===== src/rtl/reg_file_2r1w_pkg.sv =====
// Shared constants for the 32-entry register file and its bench.
// Includes sizes, the zero-register index and MIPS register names.
package reg_file_2r1w_pkg;
  localparam int NUM_REGS = 32;
  localparam int ADDR_W   = 5;

  localparam logic [ADDR_W-1:0] REG_ZERO = 5'd0;
  localparam logic [ADDR_W-1:0] REG_AT   = 5'd1;
  localparam logic [ADDR_W-1:0] REG_V0   = 5'd2;
  localparam logic [ADDR_W-1:0] REG_V1   = 5'd3;
  localparam logic [ADDR_W-1:0] REG_A1   = 5'd5;
  localparam logic [ADDR_W-1:0] REG_T0   = 5'd8;
  localparam logic [ADDR_W-1:0] REG_T1   = 5'd9;
  localparam logic [ADDR_W-1:0] REG_SP   = 5'd29;
  localparam logic [ADDR_W-1:0] REG_FP   = 5'd30;
  localparam logic [ADDR_W-1:0] REG_RA   = 5'd31;
endpackage


===== src/rtl/reg_file_2r1w_if.sv =====
// Write port and two read ports of the register file.
// Reads are combinational; there is no backpressure on any port.
interface reg_file_2r1w_if
  import reg_file_2r1w_pkg::*;
#(
  parameter int WIDTH = 32
);
  logic              we;
  logic [ADDR_W-1:0] wa;
  logic [WIDTH-1:0]  wd;
  logic [ADDR_W-1:0] ra1;
  logic [ADDR_W-1:0] ra2;
  logic [WIDTH-1:0]  rd1;
  logic [WIDTH-1:0]  rd2;

  modport master (output we, wa, wd, ra1, ra2, input rd1, rd2);
  modport slave  (input we, wa, wd, ra1, ra2, output rd1, rd2);
endinterface


===== src/rtl/reg_file_2r1w_decoder_5to32.sv =====
// One-hot 5-to-32 address decode gated by an enable.
// Purely combinational; no backpressure.
module decoder_5to32
  import reg_file_2r1w_pkg::*;
(
  input  logic [ADDR_W-1:0]   addr,
  input  logic                en,
  output logic [NUM_REGS-1:0] onehot
);
  always_comb begin
    onehot = '0;
    if (en) onehot[addr] = 1'b1;
  end
endmodule


===== src/rtl/reg_file_2r1w.sv =====
// 32-entry 2-read/1-write register file, r0 hardwired to zero.
// Reads zero-latency (optional same-cycle write bypass), writes land on the next edge; no backpressure.
module reg_file_2r1w
  import reg_file_2r1w_pkg::*;
#(
  parameter int WIDTH  = 32,
  parameter int BYPASS = 1
)(
  input  logic            clk,
  input  logic            reset,
  reg_file_2r1w_if.slave  rf
);
  localparam logic BYP_EN = (BYPASS != 0);

  logic [NUM_REGS-1:0] load;
  logic                unused_load0;
  logic [WIDTH-1:0]    regs [1:NUM_REGS-1];
  logic [WIDTH-1:0]    rd1_stored;
  logic [WIDTH-1:0]    rd2_stored;
  logic                wr_live;
  logic                byp1;
  logic                byp2;

  decoder_5to32 u_wdec (
    .addr   (rf.wa),
    .en     (rf.we & ~reset),
    .onehot (load)
  );

  // r0 has no storage, so its decode line goes nowhere.
  assign unused_load0 = load[0];

  always_ff @(posedge clk) begin
    for (int i = 1; i < NUM_REGS; i++) begin
      if (reset)        regs[i] <= '0;
      else if (load[i]) regs[i] <= rf.wd;
    end
  end

  // Per-bit 32:1 select per port, input 0 tied low for r0.
  for (genvar b = 0; b < WIDTH; b++) begin : g_bit
    logic [NUM_REGS-1:0] col;
    assign col[0] = 1'b0;
    for (genvar i = 1; i < NUM_REGS; i++) begin : g_reg
      assign col[i] = regs[i][b];
    end
    assign rd1_stored[b] = col[rf.ra1];
    assign rd2_stored[b] = col[rf.ra2];
  end

  // wa != 0 in wr_live keeps a bypass from ever hitting a read of r0.
  assign wr_live = rf.we & ~reset & (rf.wa != REG_ZERO);
  assign byp1    = BYP_EN & wr_live & (rf.wa == rf.ra1);
  assign byp2    = BYP_EN & wr_live & (rf.wa == rf.ra2);

  assign rf.rd1 = byp1 ? rf.wd : rd1_stored;
  assign rf.rd2 = byp2 ? rf.wd : rd2_stored;
endmodule


===== src/flat_wrapper.sv =====
// flat-port wrapper written by rule: the top's interface ports become plain ports
module reg_file_2r1w_flat import reg_file_2r1w_pkg::*;
#(
  parameter int WIDTH  = 32,
  parameter int BYPASS = 1
)
  (clk, reset, rf_we, rf_wa, rf_wd, rf_ra1, rf_ra2, rf_rd1, rf_rd2);
  reg_file_2r1w_if #(.WIDTH(WIDTH)) rf_i ();
  input  logic clk;
  input  logic reset;
  input wire logic [$bits(rf_i.we)-1:0] rf_we;
  input wire logic [$bits(rf_i.wa)-1:0] rf_wa;
  input wire logic [$bits(rf_i.wd)-1:0] rf_wd;
  input wire logic [$bits(rf_i.ra1)-1:0] rf_ra1;
  input wire logic [$bits(rf_i.ra2)-1:0] rf_ra2;
  output wire logic [$bits(rf_i.rd1)-1:0] rf_rd1;
  output wire logic [$bits(rf_i.rd2)-1:0] rf_rd2;
  assign rf_i.we = rf_we;
  assign rf_i.wa = rf_wa;
  assign rf_i.wd = rf_wd;
  assign rf_i.ra1 = rf_ra1;
  assign rf_i.ra2 = rf_ra2;
  assign rf_rd1 = rf_i.rd1;
  assign rf_rd2 = rf_i.rd2;
  reg_file_2r1w #(.WIDTH(WIDTH), .BYPASS(BYPASS)) u_core (.clk(clk), .reset(reset), .rf(rf_i));
endmodule

===== config.mk =====
export PLATFORM = sky130hd
export DESIGN_NAME = reg_file_2r1w_flat
export DESIGN_NICKNAME = d
export VERILOG_FILES = /design/src/rtl/reg_file_2r1w_pkg.sv /design/src/rtl/reg_file_2r1w_if.sv /design/src/rtl/reg_file_2r1w_decoder_5to32.sv /design/src/rtl/reg_file_2r1w.sv /design/src/flat_wrapper.sv
export SDC_FILE = /design/constraint.sdc
export NUM_CORES = 2
export LEC_CHECK = 0
export ABC_AREA = 0
export CAP_MARGIN = 10
export CELL_PAD_IN_SITES_DETAIL_PLACEMENT = 1
export CELL_PAD_IN_SITES_GLOBAL_PLACEMENT = 1
export CORE_AREA = 2 2 296 372
export DETAILED_ROUTE_END_ITERATION = 12
export DIE_AREA = 0 0 298 374
export PLACE_DENSITY_LB_ADDON = 0.25
export SYNTH_ARGS = -nofsm -noshare
export SYNTH_HDL_FRONTEND = slang
export SYNTH_SLANG_ARGS = --single-unit

===== constraint.sdc =====
create_clock -name clk -period 3.7 [get_ports clk]
set_input_delay 0.925 -clock clk [delete_from_list [all_inputs] [get_ports clk]]
set_output_delay 0.925 -clock clk [all_outputs]
set_load 0.05 [all_outputs]

==> results.md <==
- Run status: finished, violations left
- Failing checks: setup timing
- Critical path startpoint category: primary input
- Initial core utilization: 49.8%
- Least-Margin Pin Slew: 1.10 ns
- Main synth FF type: edfxtp_1
- Hpwl dp: 132 mm
- #FFs+latches synth: 992
- FP Rows: between 100 and 150
- Synth warn: 0
- RePlAce Congestion: 0.883
- Power density over the cells: 430 nW/um^2
- Comb power frac: between 10% and 20%
- Antenna Nets Post-Route: 0
- P_int: approximately 21 mW
- Critical path arrival: 3.16 ns
- Place WS: -0.805 ns
- Max reg flops: slightly below 1000
- DRC viols: 0
- Largest net degree at the start of global routing: 40
- Most flops, register: u_core.regs
- Synth top area share: 55.5%
- Endpoints failing setup: 64
- Cells after Synth: 3711
- Global route overflow: 0
- Leakage power: around 24 nW
- Die Span Y: 374 um
- Number of CTS-inserted buffers: 99
- Peak Freq: 245 MHz
- Area Overhead vs Synth: 25.3%
- Distinct cells, synth: between 40 and 50
- Fin crit period: 4.08 ns
- Root buffer cell: clkbuf_16
- CP max FO: 6
- CP endpoint kind: output pin
- Core footprint: 108000 um^2
- Reg power frac: a little under half
- Die X: 298 um
- Final WS setup: -0.384 ns
- CTS tree: yes
- GRT Util Overall: a little under two fifths
- Share of the yosys chip area belonging to registers: a little under three fifths
- Depth of the worst hold-timing path: 2
- Vias in the first global route: 41600
- Maximum VDD drop: 0.388 mV
- Net count after synthesis: 3761
- Clock net sink count: 992
- Io pins: roughly 110
- MaxCap Viol Count: 0
- Final Max Slew Viols: 0
- Syn Area/Cell: 14.5 um^2
- Post-synth EDFFs: 992
- Nets: approximately 4200
- Die area: 111000 um^2
- CP Class: primary input to output pin
- Routed wire per std cell: 38.0 um
- Routed wire length: 214 mm
- Fin util: a little over 60%
- Synth cell count leaders: and2_1 (993), edfxtp_1 (992), mux4_2 (412)
- Via density: 6.96
- First-pass GRT wire length: 299 mm
- Via count: 39300
- Post-synthesis cell area: 53700 um^2
- Clock transition at path regs: 0.07 ns
- IO Port Bufs: 113
- # H-tree levels: 3
- Asr flop ratio synth: 0%
- Period utilization: 110%
- Required time of the critical path: about 2.8 ns
- Worst hold path endpoint: u_core.regs[0][410]
- Sw Ratio: roughly 27%
- Worst min path class: primary input to flop
- Yosys top cell by area: edfxtp_1
- Initial antenna violation count: 5
- Layout cell share with drive strength beyond 1: between 30% and 40%
- CTS max path bufs: 3
- Clock share of power: between 30% and 40%
- DR iter-0 viols: 5760
- Regs by FF count: u_core.regs (992)
- Max_slew headroom: 26.9%
- RSZ-0062 raised after global routing: true
- Ranking of synthesized cells by area: edfxtp_1 (56%), mux4_2 (17%), and2_1 (12%)
- NetSw: 7.80 mW
- HP Start: rf_wd[26]
- Crit path from: rf_wa[4]
- Most common cell in the netlist: and2_1
- Final hold vios: 0
- First-pass iteration count of the detailed router: 5
-- worst max-delay path, cell delays in order --
cell and delay (ns):
buf_6 0.09, or3_4 0.39, o31ai_4 0.22, buf_12 0.16, nor4_4 0.05, buf_4 0.17
buf_6 0.13, buf_12 0.16, or3_4 0.38, o21ai_4 0.27, buf_12 0.18
-- power groups by stage --
stage          Clock [mW]  Sequential, mW  Combinational, mW
2_1_floorplan           0            13.4               2.62
5_1_grt              10.7            13.4               5.35
6_report             10.3            13.3               5.24
4_1_cts              10.3            13.3               5.02
3_5_place_dp            0            13.5               4.69
3_3_place_gp            0            13.4               4.62
-- cell families (layout without fill, tap and decap cells) --
| group | Yosys count | after routing | synth area share [%] |
|---|---|---|---|
| mux | 642 | 642 | 21.9 |
| xor+xnor | 10 | 10 | 0.163 |
| flops | 992 | 992 | 55.5 |
| other cells | 0 | 6 | 0 |
| buf+inv | 415 | 897 | 3.34 |
| simple gates | 1329 | 1329 | 14.7 |
| compound gates | 323 | 323 | 4.38 |
-- worst max path at each step --
stage,endpoint,slack [ns]
2_1_floorplan,rf_rd2[28],-0.20
3_3_place_gp,rf_rd1[0],-0.77
3_5_place_dp,rf_rd1[0],-0.80
4_1_cts,rf_rd1[0],-0.39
5_1_grt,rf_rd2[14],-0.36
6_report,rf_rd1[0],-0.38
-- cell type report --
type	count	area, um^2
Multi-Input combinational cell	2304	24100
Clock inverter	56	581
Timing Repair Buffer	720	8380
Clock buffer	120	2600
Sequential cell	992	29800
Antenna cell	6	15.0
Fill cell	9801	40500
Tap cell	1438	1800
Inverter	1	3.75
-- routing by layer --
layer	track usage, %	part of all wire [%]	up-vias	wire length, um
li1	-	-	15000	-
met1	46.3	34	20500	73600
met2	61.1	49	3033	104000
met3	9.23	12	725	24700
met4	21.6	5.6	2	12000
met5	0	0.0056	-	12
-- cells in the final DEF (no fill, tap or decap), types with 17 or more instances in the layout --
cell type / instances
buf_4: 422
mux4_2: 412
clkbuf_1: 19
nor3_4: 34
buf_12: 158
a221oi_1: 90
buf_16: 19
o21ai_4: 29
nor2b_1: 19
or3_4: 32
mux2_2: 114
nor2_1: 32
nor3_1: 26
nand2_2: 17
clkinv_1: 21
clkdlybuf4s50_1: 32
mux2i_1: 111
o22ai_1: 88
nor2_4: 38
and2_1: 992
buf_6: 60
or2_2: 32
edfxtp_1: 992
clkbuf_16: 110
nand2_1: 35
-- stage by stage --
step / power (mW) / cells / setup TNS (ns) / cell area (um^2) / hold slack, ns
global route: 29.4 / 5631 / -15.48 / 67200 / 1.11
CTS: 28.6 / 5599 / -15.67 / 66300 / 1.07
floorplan: 16.0 / 3711 / -1.52 / 54300 / 1.12
global placement: 18.0 / 5351 / -39.36 / 61000 / 1.74
finish: 28.9 / 5637 / -13.74 / 67200 / 1.09
detailed placement: 18.2 / 5351 / -41.56 / 61000 / 1.77
-- timing repair --
item	in CTS	in global routing
setup buffers	59	36
gates cloned	19	5
pin swaps	86	52
gates resized for setup	276	129
hold buffers	0	0
endpoints found under the setup margin	64	64
Note: power is estimated with default switching activity, not from simulation.
